## src/rtl/hash_table_pkg.sv

```systemverilog
// Shared parameters for the hash table blocks.
package hash_table;
  localparam int TABLE_ADDR_WIDTH = 4;
endpackage

```

## src/rtl/empty_ptr_fifo_ram.sv

```systemverilog
// Simple dual-port RAM for the free-pointer FIFO: one write port, one read port
// with a single-cycle registered read. The array has no reset.
module empty_ptr_ram #(
  parameter int A_WIDTH = 4
) (
  input  logic               clk_i,
  input  logic               wr_en_i,
  input  logic [A_WIDTH-1:0] wr_addr_i,
  input  logic [A_WIDTH-1:0] wr_data_i,
  input  logic               rd_en_i,
  input  logic [A_WIDTH-1:0] rd_addr_i,
  output logic [A_WIDTH-1:0] rd_data_o
);
  localparam int DEPTH = 1 << A_WIDTH;

  logic [A_WIDTH-1:0] mem_q [DEPTH];
  logic [A_WIDTH-1:0] rd_data_q;

  always_ff @(posedge clk_i) begin
    if (wr_en_i) mem_q[wr_addr_i] <= wr_data_i;
    // Read data holds until the next read, so an unconsumed word stays put.
    if (rd_en_i) rd_data_q <= mem_q[rd_addr_i];
  end

  assign rd_data_o = rd_data_q;
endmodule

```

## src/rtl/empty_ptr_fifo.sv

```systemverilog
// First-word-fall-through FIFO of free data-table pointers, built on a
// registered-read RAM with a one-word output register and sticky error flags.
module empty_ptr_fifo
  import hash_table::*;
#(
  parameter int A_WIDTH = TABLE_ADDR_WIDTH
) (
  input  logic               clk_i,
  input  logic               rst_n_i,
  input  logic               srst_i,
  input  logic [A_WIDTH-1:0] add_empty_ptr_i,
  input  logic               add_empty_ptr_en_i,
  output logic [A_WIDTH-1:0] next_empty_ptr_o,
  output logic               next_empty_ptr_val_o,
  input  logic               next_empty_ptr_rd_ack_i,
  output logic [A_WIDTH:0]   empty_ptr_cnt_o,
  output logic               overflow_o,
  output logic               underflow_o
);
  localparam logic [A_WIDTH:0]   DEPTH   = {1'b1, {A_WIDTH{1'b0}}};
  localparam logic [A_WIDTH:0]   CNT_ONE = {{A_WIDTH{1'b0}}, 1'b1};
  localparam logic [A_WIDTH-1:0] PTR_ONE = {{(A_WIDTH-1){1'b0}}, 1'b1};

  logic [A_WIDTH-1:0] wr_ptr_q, wr_ptr_d, rd_ptr_q, rd_ptr_d;
  logic [A_WIDTH:0]   cnt_q, cnt_d, ram_cnt_q, ram_cnt_d;
  logic [A_WIDTH-1:0] out_q, out_d;
  logic               val_q, val_d, in_flight_q, in_flight_d;
  logic               ovf_q, ovf_d, udf_q, udf_d;
  logic [A_WIDTH-1:0] rd_data;
  logic               full, push_acc, pop_acc, load, rd_en;

  // Pop handshake: val_o is the valid, rd_ack_i consumes the head in the same
  // cycle it is sampled with val_o high; an ack without valid is flagged, not stalled.
  assign full     = (cnt_q == DEPTH);
  assign push_acc = add_empty_ptr_en_i && !full;
  assign pop_acc  = next_empty_ptr_rd_ack_i && val_q;
  assign load     = in_flight_q && (!val_q || pop_acc);
  assign rd_en    = (ram_cnt_q != '0) && (!val_q || pop_acc);

  always_comb begin
    wr_ptr_d    = push_acc ? wr_ptr_q + PTR_ONE : wr_ptr_q;
    rd_ptr_d    = rd_en ? rd_ptr_q + PTR_ONE : rd_ptr_q;
    cnt_d       = cnt_q;
    ram_cnt_d   = ram_cnt_q;
    if (push_acc && !pop_acc) cnt_d = cnt_q + CNT_ONE;
    else if (!push_acc && pop_acc) cnt_d = cnt_q - CNT_ONE;
    if (push_acc && !rd_en) ram_cnt_d = ram_cnt_q + CNT_ONE;
    else if (!push_acc && rd_en) ram_cnt_d = ram_cnt_q - CNT_ONE;
    out_d       = load ? rd_data : out_q;
    val_d       = load || (val_q && !pop_acc);
    in_flight_d = rd_en || (in_flight_q && !load);
    ovf_d       = ovf_q || (add_empty_ptr_en_i && full);
    udf_d       = udf_q || (next_empty_ptr_rd_ack_i && !val_q);
  end

  always_ff @(posedge clk_i or negedge rst_n_i) begin
    if (!rst_n_i) begin
      wr_ptr_q    <= '0;
      rd_ptr_q    <= '0;
      cnt_q       <= '0;
      ram_cnt_q   <= '0;
      out_q       <= '0;
      val_q       <= 1'b0;
      in_flight_q <= 1'b0;
      ovf_q       <= 1'b0;
      udf_q       <= 1'b0;
    end else if (srst_i) begin
      wr_ptr_q    <= '0;
      rd_ptr_q    <= '0;
      cnt_q       <= '0;
      ram_cnt_q   <= '0;
      out_q       <= '0;
      val_q       <= 1'b0;
      in_flight_q <= 1'b0;
      ovf_q       <= 1'b0;
      udf_q       <= 1'b0;
    end else begin
      wr_ptr_q    <= wr_ptr_d;
      rd_ptr_q    <= rd_ptr_d;
      cnt_q       <= cnt_d;
      ram_cnt_q   <= ram_cnt_d;
      out_q       <= out_d;
      val_q       <= val_d;
      in_flight_q <= in_flight_d;
      ovf_q       <= ovf_d;
      udf_q       <= udf_d;
    end
  end

  // Writes gated by srst so a discarded push never reaches the array.
  empty_ptr_ram #(.A_WIDTH(A_WIDTH)) u_ram (
    .clk_i     (clk_i),
    .wr_en_i   (push_acc && !srst_i),
    .wr_addr_i (wr_ptr_q),
    .wr_data_i (add_empty_ptr_i),
    .rd_en_i   (rd_en && !srst_i),
    .rd_addr_i (rd_ptr_q),
    .rd_data_o (rd_data)
  );

  assign next_empty_ptr_o     = out_q;
  assign next_empty_ptr_val_o = val_q;
  assign empty_ptr_cnt_o      = cnt_q;
  assign overflow_o           = ovf_q;
  assign underflow_o          = udf_q;
endmodule

```

## config.mk

```make
export PLATFORM = sky130hd
export DESIGN_NAME = empty_ptr_fifo
export DESIGN_NICKNAME = d
export VERILOG_FILES = /design/src/rtl/hash_table_pkg.sv /design/src/rtl/empty_ptr_fifo_ram.sv /design/src/rtl/empty_ptr_fifo.sv
export SDC_FILE = /design/constraint.sdc
export NUM_CORES = 1
export LEC_CHECK = 0
export CORE_MARGIN = 8
export CORE_UTILIZATION = 30
export CTS_BUF_LIST = sky130_fd_sc_hd__clkbuf_8
export CTS_CLUSTER_DIAMETER = 40
export DETAILED_ROUTE_END_ITERATION = 6
export HOLD_SLACK_MARGIN = 0.05
export PLACE_DENSITY = 0.48
export SKIP_LAST_GASP = 1
export SLEW_MARGIN = 10
export SYNTH_ARGS = -nofsm -noshare
export SYNTH_HDL_FRONTEND = slang
export SYNTH_HIERARCHICAL = 1
export SYNTH_SLANG_ARGS = --single-unit
```

## constraint.sdc

```tcl
create_clock -name clk_i -period 7.2 [get_ports clk_i]
set_clock_uncertainty 0.05 [all_clocks]
set_input_delay 1.08 -clock clk_i [delete_from_list [all_inputs] [get_ports clk_i]]
set_output_delay 1.08 -clock clk_i [all_outputs]
set_load 0.05 [all_outputs]
```

==> reports/metrics.cfg, run 1 <==
[logic_synthesis]
synth-edff-count = 68
syn_inst = 286
synth-seq-area-share_pct = 63.8
synth_top_area_share_pct = 48.4
synth_flop_cell = edfxtp_1
synth-async-reset-ratio_pct = 27.7
synth_seq_cells = 94
syn_area_um2 = 4220
yosys_warnings = 6
synth_top_cell_by_area = edfxtp_1
syn-num-nets = 307
synth_area_leaders = edfxtp_1, dfrtp_1, mux4_1
avgSynthCellArea_um2 = 14.8
synth_cell_types = 38

[final_layout]
layout-drive-gt1-share_pct = 7.32
area_growth_pct = 13.6
fin_util_pct = 34.6
nets = 331
diodes = 0

[hold_path]
hold_path_class = register to register
hold_path_depth = 2
whs_endpoint = underflow_o
min-delay-start = underflow_o

[detailed_routing]
wl_um = 8460
wl_per_cell_um = 17.1
drt-initial-drc-count = 194
first_pass_iters = 5
vias = 2432
postRouteAntennaNets = 0
vias_per_cell = 4.92
remaining_drc_errors = 0

[timing]
finalSetupTns_ns = 0
rsz0062_at_grt = no
finalSetupViolCount = 0
fmax_mhz = 283
slew_headroom_pct = 44.6
hold_viol = 0
layout_setup_ws_ns = 3.67
min_period_ns = 3.53
fin_crit_sh_pct = 49.0
slew_viol_final = 0
holdWs_ns = 0.455
tightestPinTransition_ns = 0.830

[job]
drv_cap = 0

[grt]
grt_pass1_vias = 2454
grt_pass1_wl_um = 13800
grt_max_degree = 27
track_usage_pct = 10.1
grt_overflow = 0
antenna_found_initial = 0

[power_and_ir_drop]
vdd.ir_drop.worst_mv = 0.0937
combPwrFrac_pct = 32.1
swShare_pct = 34.8
p_leak_nw = 1.70
total_power_w = 0.00156
power.share.sequential_pct = 45.8
clkPwrFrac_pct = 22.1
p_int_w = 0.00101
p_per_area_nw_per_um2 = 325
power_switching_w = 0.000541

[floorplanning]
ioPinCount = 21
core_um2 = 13800
initial_core_util_pct = 30.5
die_area_um2 = 18100
die_y_um = 135
num_rows = 43
die_w_um = 135

[placement]
portBuffers = 20
dpl_worst_slack_ns = 3.30
gp_congestion = 0.754
dp_hpwl_um = 5700

[cts]
cts-htree-levels = 3
clk_pin_slew_ns = 0.08
cts_buffers = 9
cts_tree = done
cts_hold_buf = 0
post_cts_buffers = 0
cts_resized = 0
clk_latency_ns = 0.37
clockBufferDepth = 2
cts_root_buffer = clkbuf_8
numClockSinks = 94

[setup_path]
crit_arrival_ns = 3.78
path_cells = clkdlybuf4s50_1 -> nand2b_1 -> o21ai_1 -> nand2_1 -> fa_1 -> a21o_1 -> a21oi_1 -> o2111ai_1 -> nand4_1
cp_top_family = compound AO/OA/AOI/OAI gates
critPathKind = input pin to register
crit_required_ns = 7.44
rrSetupSlack_ns = 3.97
worstPathMaxFanout = 11
crit_path_end_kind = register
crit_path_top_delay_cell = o21ai_1
crit_buf_inv = 1
startpoint_type = input pin
crit_path_max_incr_delay_ns = 0.50
rr_startpoint = ram_cnt_q[1]
worst_r2r_endpoint = ram_cnt_q[4]
rr_worst_depth = 8

[status]
outcome = finished clean

==> synthesized netlist by cell type (4+ instances only) <==
cell type and instances:
a21oi_1 14, a22oi_1 4, clkbuf_1 6, dfrtp_1 26, edfxtp_1 68, ha_1 10, mux2i_1 7, mux4_1 14
nand2_1 25, nand3_1 17, nor2_1 30, nor2b_1 4, nor3_1 6, o21a_1 5, xor2_1 5
==> worst max path at each step <==
| stage | start | endpoint | slack (ns) | cells after the start |
|---|---|---|---|---|
| finish | next_empty_ptr_rd_ack_i | ram_cnt_q[4] | 3.67 | 9 |
| global route | next_empty_ptr_rd_ack_i | ram_cnt_q[4] | 3.45 | 9 |
| global placement | next_empty_ptr_rd_ack_i | ram_cnt_q[4] | 3.38 | 9 |
| detailed placement | next_empty_ptr_rd_ack_i | ram_cnt_q[4] | 3.30 | 9 |
| CTS | next_empty_ptr_rd_ack_i | ram_cnt_q[4] | 3.69 | 9 |
| floorplan | next_empty_ptr_rd_ack_i | ram_cnt_q[4] | 4.04 | 10 |
==> layout make-up <==
type,count,area (um2)
fillers,1313,9040
multi-input cells,180,1460
inverters,2,7.51
clock buffers,9,124
repair buffers,23,223
flip-flops and latches,94,2690
well taps,180,225
clock inverters,6,63.8
==> power by group through the flow <==
stage          Clock, W  Sequential [W]  Combinational [W]
2_1_floorplan         0        0.000767           0.000326
3_3_place_gp          0        0.000726           0.000496
3_5_place_dp          0        0.000727           0.000501
4_1_cts        0.000361        0.000716           0.000505
5_1_grt        0.000380        0.000723           0.000551
6_report       0.000344        0.000713           0.000499
==> placed cells by master, fill, tap and decap left out, types with 2 or more instances in the layout <==
cell | netlist | final
nand2_1 | 25 | 25
nor2_1 | 30 | 30
and3_1 | 2 | 2
nor3_1 | 6 | 6
buf_4 | 0 | 3
clkbuf_8 | 0 | 9
nand3b_1 | 2 | 2
inv_1 | 2 | 3
clkdlybuf4s50_1 | 0 | 20
xor2_1 | 5 | 5
mux2i_1 | 7 | 7
fa_1 | 2 | 2
a21o_1 | 3 | 3
nor2b_1 | 4 | 4
xnor2_1 | 3 | 3
nand2b_1 | 3 | 3
o2111ai_1 | 3 | 3
mux4_2 | 2 | 2
nand3_1 | 17 | 17
o21ai_0 | 2 | 2
o211ai_1 | 3 | 3
ha_1 | 10 | 10
edfxtp_1 | 68 | 68
mux2_2 | 2 | 2
nand4_1 | 3 | 3
mux4_1 | 14 | 14
a22oi_1 | 4 | 4
nand4b_1 | 2 | 2
dfrtp_1 | 26 | 26
o21a_1 | 5 | 5
or4_1 | 2 | 2
a21oi_1 | 14 | 14
==> sequential cells by signal, indices dropped and copies added, names as in the netlist <==
| register | cells |
|---|---|
| in_flight_q | 1 |
| next_empty_ptr_val_o | 1 |
| ram_cnt_q | 5 |
| u_ram/rd_data_o | 4 |
| underflow_o | 1 |
| u_ram/mem_q | 64 |
| rd_ptr_q | 4 |
| overflow_o | 1 |
| next_empty_ptr_o | 4 |
| wr_ptr_q | 4 |
| empty_ptr_cnt_o | 5 |
==> logic make-up (layout without fill, tap and decap cells) <==
family,after synthesis,in the layout,synth area share (%)
and+or+nand+nor,99,99,11.2
muxes,25,25,12.0
AOI/OAI and AO/OA,36,36,5.69
buffers and inverters,12,40,1.69
xor gates and xnor gates,8,8,1.66
DFF,94,94,63.8
adders and majority gates,12,12,3.91
==> routing by layer <==
layer / GRT usage (%) / up-vias / part of all wire, %
li1: - / 1154 / -
met1: 13.1 / 1215 / 48
met2: 15.3 / 52 / 47
met3: 2.38 / 11 / 3.5
met4: 5.43 / 0 / 1.4
met5: 0 / - / 0
==> worst reg2reg max path: stages (launching register included) <==
cell,delay (ns)
dfrtp_1,0.43
or4_1,0.59
o21ai_1,0.66
nand2_1,0.31
fa_1,0.48
a21o_1,0.21
a21oi_1,0.19
o2111ai_1,0.14
nand4_1,0.13
==> stage by stage <==
stage                     std cells  cell area (um2)
after floorplan                 286             4220
final                           494             4790
after global placement          479             4600
after global routing            494             4790
after detailed placement        479             4600
after CTS                       494             4790
No activity file was read; power rests on OpenSTA's default activity.
==> run 2: changes to the inputs <==
Clock period 7.2 ns to 3.6 ns, I/O delays scaled along.
==> reports/metrics.cfg, run 2 (synthesized netlist as in run 1, its figures left out) <==
[detailed_routing]
drt-initial-drc-count = 189  ; was 194
first_pass_iters = 4  ; was 5
postRouteAntennaNets = 0  ; unchanged
vias_per_cell = 4.81  ; was 4.92
remaining_drc_errors = 0  ; unchanged
wl_um = 8450  ; was 8460 um
vias = 2407  ; was 2432
wl_per_cell_um = 16.9  ; was 17.1 um

[cts]
cts_tree = done  ; unchanged
clockBufferDepth = 2  ; unchanged
post_cts_buffers = 0  ; unchanged
clk_pin_slew_ns = 0.10  ; was 0.08 ns
clk_latency_ns = 0.35  ; was 0.37 ns
cts-htree-levels = 3  ; unchanged
cts_root_buffer = clkbuf_8  ; unchanged
numClockSinks = 94  ; unchanged
cts_hold_buf = 0  ; unchanged
cts_resized = 0  ; unchanged
cts_buffers = 9  ; unchanged

[timing]
fmax_mhz = 351
rsz0062_at_grt = no  ; unchanged
tightestPinTransition_ns = 0.771  ; was 0.830 ns
slew_headroom_pct = 48.6  ; was 44.6%
slew_viol_final = 0  ; unchanged
finalSetupViolCount = 0  ; unchanged
fin_crit_sh_pct = 79.2
finalSetupTns_ns = 0  ; unchanged
min_period_ns = 2.85
hold_viol = 0  ; unchanged

[grt]
grt_pass1_vias = 2460  ; was 2454
grt_pass1_wl_um = 13600  ; was 13800 um
antenna_found_initial = 0  ; unchanged
grt_max_degree = 27  ; unchanged
track_usage_pct = 9.82  ; was 10.1%
grt_overflow = 0  ; unchanged

[final_layout]
largest_reg_flops = 64  ; unchanged
area_growth_pct = 14.8  ; was 13.6%
diodes = 0  ; unchanged
final_cells = 500  ; was 494
largest_register = u_ram/mem_q  ; unchanged
most-common-layout-cells = edfxtp_1, nor2_1, dfrtp_1, nand2_1, clkdlybuf4s50_1  ; unchanged
layout_commonest_cell = edfxtp_1  ; unchanged
layout-drive-gt1-share_pct = 9.06  ; was 7.32%
nets = 336  ; was 331
n_fill_cell = 1315  ; was 1313

[job]
drv_cap = 0  ; unchanged

[setup_path]
crit_path_end_kind = register  ; unchanged
crit_arrival_ns = 3.09  ; was 3.78 ns
worstPathMaxFanout = 7  ; was 11
critPathKind = register to register  ; was input pin to register
startpoint_type = register  ; was input pin
crit_required_ns = 3.84  ; was 7.44 ns

[floorplanning]
die_area_um2 = 18100  ; unchanged
num_rows = 43  ; unchanged
ioPinCount = 21  ; unchanged
core_um2 = 13800  ; unchanged
die_y_um = 135  ; unchanged
die_w_um = 135  ; unchanged
initial_core_util_pct = 30.5  ; unchanged

[power_and_ir_drop]
p_leak_nw = 1.73  ; was 1.70 nW
p_per_area_nw_per_um2 = 656  ; was 325 nW/um2
vdd.ir_drop.worst_mv = 0.197  ; was 0.0937 mV

[hold_path]
hold_path_class = register to register  ; unchanged

[placement]
place_inst = 484  ; was 479
portBuffers = 20  ; unchanged
gp_congestion = 0.713  ; was 0.754
dp_hpwl_um = 5660  ; was 5700 um

[status]
outcome = finished clean  ; unchanged

-- run 2: critical path, stage by stage (launching register included) --
cell,delay [ns]
dfrtp_1,0.47
or4b_1,0.68
o211ai_1,0.54
fa_1,0.34
a21o_1,0.13
a21oi_1,0.10
or4_1,0.41
nand4_1,0.09
-- run 2: cell type report --
cell class,count,area (um2),area share (%)
clock buffer,9,124,2.56
clock inverter,7,78.8,1.63
inverter,2,7.51,0.155
multi-input combinational,180,1460,30.0
sequential,94,2690,55.6
tap,180,225,4.65
timing repair buffer,28,260,5.37
-- run 2: through the flow --
stage	total power, W	utilization (%)	instance area (um2)	worst slack, ns	hold slack (ns)
floorplan	0.00219	-	4220	0.802	0.194
global placement	0.00248	33.6	4640	0.754	0.427
detailed placement	0.00249	33.6	4640	0.688	0.441
CTS	0.00322	35.0	4840	0.727	0.467
global route	0.00336	35.0	4840	0.537	0.484
finish	0.00318	35.0	4840	0.749	0.454
-- run 2: per-layer routing --
metal | vias up | GRT usage (%) | part of all wire [%]
li1 | 1163 | - | -
met1 | 1216 | 12.4 | 47
met2 | 24 | 15.9 | 49
met3 | 4 | 2.49 | 3.4
met4 | 0 | 3.74 | 0.78
met5 | - | 0 | 0
-- run 2: final timing paths --
check                                   start            endpoint  slack, ns  depth (start not counted)
min in group asynchronous             rst_n_i  empty_ptr_cnt_o[2]       0.51                          2
max reg2reg                empty_ptr_cnt_o[0]  empty_ptr_cnt_o[4]       0.75                          7
max in group asynchronous             rst_n_i        ram_cnt_q[4]       2.73                          2
min                               underflow_o         underflow_o       0.45                          2
max                        empty_ptr_cnt_o[0]  empty_ptr_cnt_o[4]       0.75                          7
min reg2reg                       underflow_o         underflow_o       0.45                          2
-- run 2: power by group --
| group | internal [W] | switching (W) |
|---|---|---|
| Combinational | 0.000460 | 0.000554 |
| Sequential | 0.00128 | 0.000163 |
| Clock | 0.000330 | 0.000392 |
==> run 3: changes to the inputs <==
Clock period 3.6 ns to 2.64 ns, I/O delays scaled along.
==> reports/metrics.cfg, run 3 (synthesized netlist as in run 1, its figures left out) <==
[status]
outcome = finished clean  ; unchanged

[final_layout]
largest_reg_flops = 64  ; unchanged
nets = 355  ; was 336
largest_register = u_ram/mem_q  ; unchanged
layout_commonest_cell = edfxtp_1  ; unchanged
multi_input_area_um2 = 1460  ; about the same
n_fill_cell = 1282  ; was 1315
most-common-layout-cells = edfxtp_1, nor2_1, buf_4, nand2_1, dfrtp_1  ; was edfxtp_1, nor2_1, dfrtp_1, nand2_1, clkdlybuf4s50_1
fin_util_pct = 36.3  ; was 35.0%
area_growth_pct = 19.1  ; was 14.8%
seqCellArea_um2 = 2700  ; was 2690 um2
layout-drive-gt1-share_pct = 15.6  ; was 9.06%
diodes = 0  ; unchanged

[setup_path]
crit_buf_inv = 1  ; was 0
worstPathMaxFanout = 4  ; was 7
crit_path_top_delay_cell = or4b_1  ; unchanged
crit_arrival_ns = 2.66  ; was 3.09 ns
startpoint_type = register  ; unchanged
crit_path_end_kind = register  ; unchanged
critPathKind = register to register  ; unchanged
cp_top_family = simple AND/OR/NAND/NOR gates  ; unchanged
crit_required_ns = 2.84  ; was 3.84 ns
path_cells = or4b_1 -> o211ai_1 -> buf_4 -> ha_1 -> a21o_1 -> a21oi_1 -> nand4bb_1 -> nand4_1  ; was or4b_1 -> o211ai_1 -> fa_1 -> a21o_1 -> a21oi_1 -> or4_1 -> nand4_1
crit_path_max_incr_delay_ns = 0.59  ; was 0.68 ns

[cts]
cts_tree = done  ; unchanged
cts_buffers = 9  ; unchanged
clk_pin_slew_ns = 0.09  ; was 0.10 ns
clockBufferDepth = 2  ; unchanged
numClockSinks = 94  ; unchanged
cts-htree-levels = 3  ; unchanged
cts_root_buffer = clkbuf_8  ; unchanged
clk_latency_ns = 0.37  ; was 0.35 ns

[timing]
layout_setup_ws_ns = 0.183  ; was 0.749 ns
finalSetupViolCount = 0  ; unchanged
slew_viol_final = 0  ; unchanged
fin_crit_sh_pct = 93.1  ; was 79.2%
min_period_ns = 2.46  ; was 2.85 ns
fmax_mhz = 407  ; was 351 MHz
tightestPinTransition_ns = 0.661  ; was 0.771 ns
hold_viol = 0  ; unchanged
rsz0062_at_grt = no  ; unchanged
slew_headroom_pct = 55.9  ; was 48.6%

[detailed_routing]
first_pass_iters = 5  ; was 4
vias = 2512  ; was 2407
wl_per_cell_um = 16.7  ; was 16.9 um
wl_um = 8690  ; was 8450 um
postRouteAntennaNets = 0  ; unchanged
vias_per_cell = 4.84  ; was 4.81
remaining_drc_errors = 0  ; unchanged
drt-initial-drc-count = 118  ; was 189

[floorplanning]
die_area_um2 = 18100  ; unchanged
die_y_um = 135  ; unchanged
ioPinCount = 21  ; unchanged
initial_core_util_pct = 30.5  ; unchanged
num_rows = 43  ; unchanged
core_um2 = 13800  ; unchanged
die_w_um = 135  ; unchanged

[grt]
grt_pass1_wl_um = 14000  ; was 13600 um
antenna_found_initial = 0  ; unchanged
grt_pass1_vias = 2546  ; was 2460
track_usage_pct = 10.2  ; was 9.82%
grt_overflow = 0  ; unchanged
grt_max_degree = 27  ; unchanged

[job]
drv_cap = 0  ; unchanged

[placement]
dpl_worst_slack_ns = 0.0371  ; was 0.688 ns
portBuffers = 20  ; unchanged
gp_congestion = 0.754  ; was 0.713
dp_hpwl_um = 5970  ; was 5660 um

[power_and_ir_drop]
vdd.ir_drop.worst_mv = 0.268  ; was 0.197 mV
p_leak_nw = 1.84  ; was 1.73 nW
p_per_area_nw_per_um2 = 898  ; was 656 nW/um2

[hold_path]
hold_path_class = input pin to async pin  ; was register to register

[run 3: per-stage QoR]
stage / cells / TNS [ns] / total power, W / hold slack (ns) / cell area (um2)
finish: 519 / 0 / 0.00451 / 0.343 / 5020
global route: 519 / 0 / 0.00477 / 0.360 / 5020
CTS: 518 / 0 / 0.00456 / 0.341 / 5010
detailed placement: 502 / 0 / 0.00349 / 0.439 / 4790
global placement: 502 / 0 / 0.00348 / 0.425 / 4790
floorplan: 286 / -0.0918 / 0.00299 / 0.0504 / 4220
[run 3: layout make-up]
cell class,count,share of cell area (%)
flip-flops and latches,94,53.7
multi-input cells,180,29.1
repair buffers,47,8.27
well taps,180,4.48
clock buffers,9,2.47
clock inverters,7,1.89
inverters,2,0.149
[run 3: timing repair]
action,4_1_cts,5_1_grt
buffers inserted,0,1
gates resized for setup,0,2
endpoints found under the setup margin,0,2
hold buffers,0,0
[run 3: report_power, final]
group	switching [W]	internal, W
combinational	0.000837	0.000712
sequential	0.000157	0.00175
clock	0.000523	0.000537
total	0.00152	0.00300
[run 3: worst paths after layout]
path | from | to | slack (ns) | cells past startpoint
worst max register to register | empty_ptr_cnt_o[0] | empty_ptr_cnt_o[4] | 0.18 | 8
worst min-delay path | rst_n_i | empty_ptr_cnt_o[3] | 0.34 | 2
worst max-delay path | empty_ptr_cnt_o[0] | empty_ptr_cnt_o[4] | 0.18 | 8
worst min register to register | overflow_o | overflow_o | 0.46 | 2
min in group clk_i | overflow_o | overflow_o | 0.46 | 2
max in group asynchronous | rst_n_i | empty_ptr_cnt_o[4] | 1.91 | 2
[run 3: metal layers]
layer | global-route usage (%) | wire length [um]
met1 | 13.3 | 4220
met5 | 0 | 0
met3 | 2.60 | 300
met2 | 15.4 | 3990
met4 | 5.05 | 178
